$ cat src/rtl/tile_flip_controller.sv
`default_nettype none
// ============================================================================
// Module   : tile_flip_controller
// Purpose  : 4x4 tile-flip game sequencer driving a frame-synchronous
//            face-up mask to the VGA display block.
// Revision : 1.0 - initial release
// ============================================================================
module tile_flip_controller #(
  parameter int MISMATCH_FRAMES = 60
) (
  input  logic        in_clk,
  input  logic        rst_n,
  input  logic        vsync,
  input  logic [47:0] tile_vals,
  input  logic        level_load,
  input  logic        sel_valid,
  input  logic [3:0]  sel_idx,
  output logic        sel_ready,
  output logic        sel_reject,
  output logic [15:0] states,
  output logic [15:0] matched,
  output logic [7:0]  moves,
  output logic        game_done
);

  localparam logic [7:0] c_mismatch_frames = 8'(MISMATCH_FRAMES);

  typedef enum logic [2:0] {
    ST_IDLE  = 3'd0,
    ST_ONE   = 3'd1,
    ST_CHECK = 3'd2,
    ST_HOLD  = 3'd3,
    ST_DONE  = 3'd4
  } state_t;

  state_t      r_state, w_state_nxt;
  logic        r_vs_s1, r_vs_s2, r_vs_s3;
  logic [15:0] r_faceup, w_faceup_nxt;
  logic [15:0] r_matched, w_matched_nxt;
  logic [15:0] r_states, w_states_nxt;
  logic [7:0]  r_moves, w_moves_nxt;
  logic [7:0]  r_cnt, w_cnt_nxt;
  logic [3:0]  r_a, w_a_nxt;
  logic [3:0]  r_b, w_b_nxt;
  logic        r_reject, w_reject_nxt;

  logic        w_tick;
  logic [15:0] w_pend;
  logic        w_ready;
  logic        w_accept;
  logic [7:0]  w_cnt_inc;
  logic [2:0]  w_col [16];

  for (genvar gi = 0; gi < 16; gi++) begin : g_col
    assign w_col[gi] = tile_vals[3*gi +: 3];
  end

  assign w_tick    = r_vs_s3 & ~r_vs_s2;
  assign w_pend    = r_matched | r_faceup;
  assign w_ready   = (r_state == ST_IDLE) || (r_state == ST_ONE);
  // A face-up tile (including A while in ONE) is never a legal pick.
  assign w_accept  = sel_valid & w_ready & ~w_pend[sel_idx] & ~level_load;
  assign w_cnt_inc = r_cnt + 8'd1;

  always_comb begin
    w_state_nxt   = r_state;
    w_faceup_nxt  = r_faceup;
    w_matched_nxt = r_matched;
    w_moves_nxt   = r_moves;
    w_cnt_nxt     = r_cnt;
    w_a_nxt       = r_a;
    w_b_nxt       = r_b;
    w_states_nxt  = w_tick ? w_pend : r_states;
    w_reject_nxt  = sel_valid & ~level_load & (~w_ready | w_pend[sel_idx]);

    case (r_state)
      ST_IDLE: begin
        if (w_accept) begin
          w_faceup_nxt[sel_idx] = 1'b1;
          w_a_nxt               = sel_idx;
          w_state_nxt           = ST_ONE;
        end
      end
      ST_ONE: begin
        if (w_accept) begin
          w_faceup_nxt[sel_idx] = 1'b1;
          w_b_nxt               = sel_idx;
          w_state_nxt           = ST_CHECK;
        end
      end
      ST_CHECK: begin
        if (r_moves != 8'hFF) w_moves_nxt = r_moves + 8'd1;
        if (w_col[r_a] == w_col[r_b]) begin
          w_matched_nxt = r_matched | (16'd1 << r_a) | (16'd1 << r_b);
          w_faceup_nxt  = 16'd0;
          w_state_nxt   = (w_matched_nxt == 16'hFFFF) ? ST_DONE : ST_IDLE;
        end else begin
          w_cnt_nxt   = 8'd0;
          w_state_nxt = ST_HOLD;
        end
      end
      ST_HOLD: begin
        if (w_tick) begin
          if (w_cnt_inc == c_mismatch_frames) begin
            w_faceup_nxt[r_a] = 1'b0;
            w_faceup_nxt[r_b] = 1'b0;
            w_cnt_nxt         = 8'd0;
            w_state_nxt       = ST_IDLE;
          end else begin
            w_cnt_nxt = w_cnt_inc;
          end
        end
      end
      ST_DONE: ;
      default: w_state_nxt = ST_IDLE;
    endcase

    // Display mask is deliberately left alone; it catches up on the next tick.
    if (level_load) begin
      w_faceup_nxt  = 16'd0;
      w_matched_nxt = 16'd0;
      w_moves_nxt   = 8'd0;
      w_cnt_nxt     = 8'd0;
      w_state_nxt   = ST_IDLE;
    end
  end

  always_ff @(posedge in_clk or negedge rst_n) begin
    if (!rst_n) r_state <= ST_IDLE;
    else        r_state <= w_state_nxt;
  end

  always_ff @(posedge in_clk or negedge rst_n) begin
    if (!rst_n) begin
      r_vs_s1   <= 1'b1;
      r_vs_s2   <= 1'b1;
      r_vs_s3   <= 1'b1;
      r_faceup  <= 16'd0;
      r_matched <= 16'd0;
      r_states  <= 16'd0;
      r_moves   <= 8'd0;
      r_cnt     <= 8'd0;
      r_a       <= 4'd0;
      r_b       <= 4'd0;
      r_reject  <= 1'b0;
    end else begin
      r_vs_s1   <= vsync;
      r_vs_s2   <= r_vs_s1;
      r_vs_s3   <= r_vs_s2;
      r_faceup  <= w_faceup_nxt;
      r_matched <= w_matched_nxt;
      r_states  <= w_states_nxt;
      r_moves   <= w_moves_nxt;
      r_cnt     <= w_cnt_nxt;
      r_a       <= w_a_nxt;
      r_b       <= w_b_nxt;
      r_reject  <= w_reject_nxt;
    end
  end

  assign sel_ready  = w_ready;
  assign sel_reject = r_reject;
  assign states     = r_states;
  assign matched    = r_matched;
  assign moves      = r_moves;
  assign game_done  = (r_state == ST_DONE);

endmodule
`default_nettype wire

$ cat config.mk
export PLATFORM = sky130hd
export DESIGN_NAME = tile_flip_controller
export DESIGN_NICKNAME = d
export VERILOG_FILES = /design/src/rtl/tile_flip_controller.sv
export SDC_FILE = /design/constraint.sdc
export NUM_CORES = 1
export LEC_CHECK = 0
export ABC_AREA = 1
export CAP_MARGIN = 15
export CORE_MARGIN = 2
export CORE_UTILIZATION = 55
export CTS_BUF_LIST = sky130_fd_sc_hd__clkbuf_4 sky130_fd_sc_hd__clkbuf_8
export DETAILED_ROUTE_END_ITERATION = 8
export MAX_ROUTING_LAYER = met4
export PLACE_DENSITY_LB_ADDON = 0.05
export SYNTH_ARGS = -nofsm -noshare
export SYNTH_HDL_FRONTEND = slang
export SYNTH_SLANG_ARGS = --single-unit
$ cat constraint.sdc
create_clock -name in_clk -period 2.1 [get_ports in_clk]
set_input_delay 0.315 -clock in_clk [delete_from_list [all_inputs] [get_ports in_clk]]
set_output_delay 0.315 -clock in_clk [all_outputs]
set_load 0.03 [all_outputs]
## Yosys cells after proc, flatten, opt, wreduce, memory -nomap -nowiden

Cells that the tools add are included.

- Register bits: 79
- Input port bits: 57
- Output and inout bits: 43
- Word-level logic and storage cells: 118

- Add/subtract/negate cells: 2
- $lt $le $gt $ge: 8
- Equal/unequal tests: 16
- Shift-type cells: 2
- Mux-type cells: 39
- Bitwise logic cells: 21
- Reduce and logical (&&, ||, !) cells: 18

Operator list:

| operator | count |
|---|---|
| 16-bit two-way mux | 8 |
| 16-bit bitwise OR | 4 |
| 8-bit two-way mux | 7 |
| 16-bit one-hot mux with 3 select lines | 1 |
| 3-bit two-way mux | 11 |
| 16-bit AND | 2 |
| 16-bit inverter | 2 |
| 1-bit by 4-bit left shift with 16-bit output (first input constant) | 2 |
| 3-bit binary-select mux with 4-bit select | 2 |
| 3-bit != test (second input constant) | 6 |
| 8-bit by 1-bit adder with 8-bit output (second input constant) | 2 |
| 16-bit == test (second input constant) | 1 |
| 8-bit one-hot mux with 2 select lines | 1 |
| 4-bit by 5-bit less-than comparator with 1-bit output (second input constant) | 3 |
| 3-bit one-hot mux with 5 select lines | 1 |
| 1-bit demux with 4-bit select | 3 |
| 4-bit by 1-bit greater-or-equal comparator with 1-bit output (second input constant) | 3 |
| 5-bit greater-or-equal comparator (second input constant) | 2 |
| 4-bit inverter with 5-bit output | 2 |
| 5-bit AND reduction | 2 |
| 8-bit by 6-bit == test with 1-bit output (second input constant) | 1 |
| 8-bit != test (second input constant) | 1 |
| 2-bit AND reduction | 4 |
| 1-bit AND | 6 |
| 18 further kinds | 29 |

## Logic depth before layout (Yosys ltp)

- Depth after elaboration: 11
- Mapped depth: 19
- Mapped depth without buffers: 17

## Worst setup path before layout

No wires, ideal clock.

- Path type: flip-flop to flip-flop
- From: reg r_matched[11] (netlist: matched[11])
- To: reg r_faceup[15]
- Setup time: 0.117 ns
- Arrival time: 1.834 ns
- Required time: 1.983 ns
- Setup slack: 0.150 ns
- Cell stages (with the launch flop): 13
- Buffers on the path: 1
- Clock period less this slack: 1.950 ns
- Cell sequence: dfrtp_1 > or2_2 > nand2_1 > nand2_1 > o21ai_1 > nand2_1 > nand2_1 > nand3_1 > a21oi_4 > nand2_4 > buf_6 > nand2_1 > nand2_1

- Longest elaborated chain between the ends: 8

Ends and longest elaborated chain:

| element | RTL line | source |
|---|---|---|
| start, declared | 39 | `logic [15:0] r_matched, w_matched_nxt;` |
| start signal, assigned | 151 | `r_matched <= w_matched_nxt;` |
| 16-bit bitwise OR | 59 | `assign w_pend = r_matched \| r_faceup;` |
| 1-bit binary-select mux with 4-bit select | 62 | `assign w_accept = sel_valid & w_ready & ~w_pend[sel_idx] & ~level_load;` |
| 1-bit two-way mux (implied by the code) | 62 |  |
| 1-bit inverter | 62 |  |
| 1-bit AND (2 in series) | 62 |  |
| 3-bit by 1-bit != test with 1-bit output (no line) | n/a |  |
| 5-bit AND reduction (no line) | n/a |  |
| end signal, assigned | 150 | `r_faceup <= w_faceup_nxt;` |
| end, declared | 38 | `logic [15:0] r_faceup, w_faceup_nxt;` |

No other way between the ends. The select of a mux whose other input is x is not followed.
A chain may end at the register's enable or synchronous reset.

## Worst setup path after layout

- From: reg r_b[0]
- To: reg r_faceup[2]

- Longest elaborated chain between the ends: 10
- Elaborated cells on any way between the ends: 18
- Those cells by class: 2 x order compare; 2 x eq/ne; 9 x mux; 3 x bitwise; 2 x reduce/logical

Ends and longest elaborated chain:

| element | RTL line | source |
|---|---|---|
| start, declared | 44 | `logic [3:0] r_b, w_b_nxt;` |
| start signal, assigned | 156 | `r_b <= w_b_nxt;` |
| 4-bit by 5-bit less-than comparator with 1-bit output (implied by the code) / 4-bit by 1-bit greater-or-equal comparator with 1-bit output (equally long branches) | 106 | `w_faceup_nxt[r_b] = 1'b0;` |
| 1-bit logical AND (implied by the code) | 106 |  |
| 1-bit two-way mux (implied by the code) | 106 |  |
| 1-bit demux with 4-bit select | 106 |  |
| 16-bit inverter (no line) | n/a |  |
| 16-bit AND (no line) | n/a |  |
| 16-bit two-way mux | 104 | `if (w_cnt_inc == c_mismatch_frames) begin` |
| 16-bit two-way mux | 103 | `if (w_tick) begin` |
| 16-bit one-hot mux with 3 select lines | 76 | `case (r_state)` |
| 16-bit two-way mux | 119 | `if (level_load) begin` |

Parallel ways exist; a longest one is shown, timed or not. The select of a mux whose other input is x is not followed.

==> impl_metrics.ini <==
[status]
run_status = complete, no violations

[worst_setup_path]
cp.required_ns = 2.42
endpoint_kind = flip-flop
start_kind = flip-flop
max_stage_delay_ns = 0.47
crit_slowest_cell = dfrtp_2
r2r_slack_ns = 0.06
worst-path-max-fanout = 8
cp_cell_sequence = clkinvlp_4, buf_6, nand2_2, nand2_1, nand2_1, nand3_2, nand2_1, nand2_2, nor2_2, nand2_1, nand2_2, nand3_4, nand2_8, clkbuf_16, nand3_2, nand2_1
crit_arrival_ns = 2.35
crit_buf_inv = 3
cp_top_family = simple AND/OR/NAND/NOR gates
critPathKind = flip-flop to flip-flop
worst_path_most_repeated_cell = nand2_1

[timing]
finalHoldViolCount = 0
worst_slew_pin_slew_ns = 0.6312
tns_ns = 0
maxSlewViolCount = 0
rsz0062_at_grt = yes
slew-limit-headroom_pct = 57.92
skew_ns = 0.01139
finalCriticalPeriod_ns = 2.038
setup_slack_ns = 0.06167
post-route-period-util_pct = 97.06
finalSetupViolations = 0
max_freq_mhz = 490.6

[synthesis]
synth_top_area_share_pct = 34.44
synth_compound_area_share_pct = 11.47
synth_area_leaders = dfrtp_1 (34%), nand2_1 (28%), inv_1 (6.1%)
yosysTopAreaCell = dfrtp_1
synth_most_common_cell = nand2_1
ys_warn_count = 0
synth_edf_count = 0
synthArstFlopShare_pct = 100.0
synthSimpleGateAreaFrac_pct = 41.06
netlist_instances = 891
synth_area_um2 = 5522
synth_fa_ha_area_share_pct = 0.6798
synth_nets = 951
synth-xor-area-share_pct = 0.7931
ys_seq_area_share_pct = 35.87
synth_common_cells = nand2_1 (418), inv_1 (90), dfrtp_1 (76)
muxShareOfSynthArea_pct = 0
postSynthAreaPerCell_um2 = 6.197
ys_ff_latch = 79
synth_top_family_by_area = simple AND/OR/NAND/NOR gates
synth_ff_type = dfrtp_1
synth_cell_type_count = 32

[global_route]
grt_use_total_pct = 34.20
grt_pass1_vias = 6115
grt_max_degree = 44
globalRouteOverflowTotal = 0
antenna_found_initial = 0
grt_pass1_wl_mm = 29.39

[clock_network]
cts_tree = built
clk_latency_ns = 0.37
cts-root-buf = clkbuf_8
cts_sinks = 79
cts_inserted_buffers = 9
cts.clk_slew.worst_paths_ns = 0.09
cts_buffer_depth = 2
cts_htree_levels = 3

[placement]
dp_hpwl_mm = 13.21
dp_slack_ns = -0.2592
globalplace.congestion = 1.002
placed_cell_area_um2 = 6912
numPortBuffers = 99

[cells_and_area]
nFillCells = 725
area_growth_pct = 37.50
final_layout_size_suffix_gt1_share_pct = 15.39
diodes = 0
nets = 1088
design_area_um2 = 7592

[drt]
via_per_inst = 5.577
antenna_left = 0
routed_wl_mm = 18.64
num_vias = 6503
dr.pass1.iters = 6
avgRoutedWirePerCell_um = 15.98
drtIter0Drc = 581
drc = 0

[floorplanning]
start_util_pct = 56.49
design.core.area_um2 = 9774
die_x_um = 104.2
ios = 100
die_h_um = 104.2
die_area_um2 = 10860
core.rowCount = 36

[hold_path]
hold_class = primary input to flip-flop

[run]
max-cap-violations = 0

[power]
power.leakage_nw = 3.917
pwr_density_cell_nw_per_um2 = 1014
ir_drop_mv = 0.6620
total_power_mw = 7.699
## cells by family after synthesis
| kind of cell | Yosys count |
|---|---|
| AND/OR/NAND/NOR | 560 |
| buffers and inverters | 128 |
| AO/OA/AOI/OAI | 116 |
| flip-flops | 79 |
| XOR/XNOR | 5 |
| adder cells (fa/ha/maj) | 3 |
## repair_timing
item / 4_1_cts / 5_1_grt
gates cloned: 0 / 3
setup buffers: 2 / 2
resized for setup: 6 / 104
hold buffers: 1 / 0
endpoints found under the hold margin: 38 / 0
pin swaps: 0 / 25
endpoints found under the setup margin: 29 / 54
## worst reg2reg max path, cell delays in order, from the launching register on
cell        delay (ns)
dfrtp_2           0.47
clkinvlp_4        0.14
buf_6             0.15
nand2_2           0.05
nand2_1           0.04
nand2_1           0.07
nand3_2           0.07
nand2_1           0.08
nand2_2           0.06
nor2_2            0.10
nand2_1           0.07
nand2_2           0.11
nand3_4           0.11
nand2_8           0.15
clkbuf_16         0.19
nand3_2           0.06
nand2_1           0.06
## placed cells by master, fill, tap and decap left out, types with 4 or more instances in the layout
cell type / count
buf_6: 5
o22ai_1: 9
dfrtp_2: 4
nand3_2: 18
nand3_1: 38
inv_2: 6
inv_1: 86
nand2_2: 20
dfrtp_1: 72
or2_1: 8
clkbuf_8: 10
nand2_1: 395
a21oi_1: 36
o21ai_1: 27
nor3_1: 7
o21ai_0: 24
nor2_2: 4
buf_4: 44
nand2_4: 4
a22oi_1: 9
clkdlybuf4s50_1: 95
buf_12: 6
nand4_1: 6
nor2_1: 48
o21ai_2: 4
o22ai_2: 4
## where the power goes
part / switching [mW] / internal [mW]
Sequential: 0.263 / 1.75
Clock: 0.643 / 0.601
Combinational: 2.85 / 1.60
Total: 3.75 / 3.95
## through the flow
step / instances / hold slack [ns] / utilization [%]
floorplan: 891 / 0.01941 / -
global placement: 1142 / 0.3502 / 70.71
detailed placement: 1142 / 0.3515 / 70.71
CTS: 1161 / 0.3471 / 73.20
global route: 1166 / 0.3459 / 77.68
finish: 1166 / 0.3519 / 77.68
## final timing paths
kind | from | endpoint | cells after the start
worst max-delay path | r_b[0] | r_faceup[2] | 16
worst min-delay path | vsync | r_vs_s1 | 1
worst max register to register | r_b[0] | r_faceup[2] | 16
worst min register to register | r_vs_s1 | r_vs_s2 | 0
max in group asynchronous | rst_n | r_faceup[5] | 3
min in group asynchronous | rst_n | r_b[2] | 2
## final cells by class
class	count	area, um2	area share (%)
tap	133	166.4	2.192
multi-input combinational	685	3317	43.69
timing repair buffer	156	1538	20.25
clock buffer	10	137.6	1.813
clock inverter	6	75.07	0.9888
inverter	97	372.9	4.911
sequential	79	1986	26.15
## per-layer routing
metal | track usage, % | part of all wire [%]
met2 | 56.25 | 49
met1 | 42.32 | 39
met5 | - | 0
met3 | 6.015 | 8.0
met4 | 12.93 | 3.4
## state kept, by name (all words and copies together), names as in the netlist
name	cells
r_faceup	16
r_vs_s1	1
r_vs_s3	1
r_a	4
r_state	3
moves	8
r_vs_s2	1
r_b	4
r_cnt	8
states	16
matched	16
sel_reject	1
Note: power is estimated with default switching activity, not from simulation.
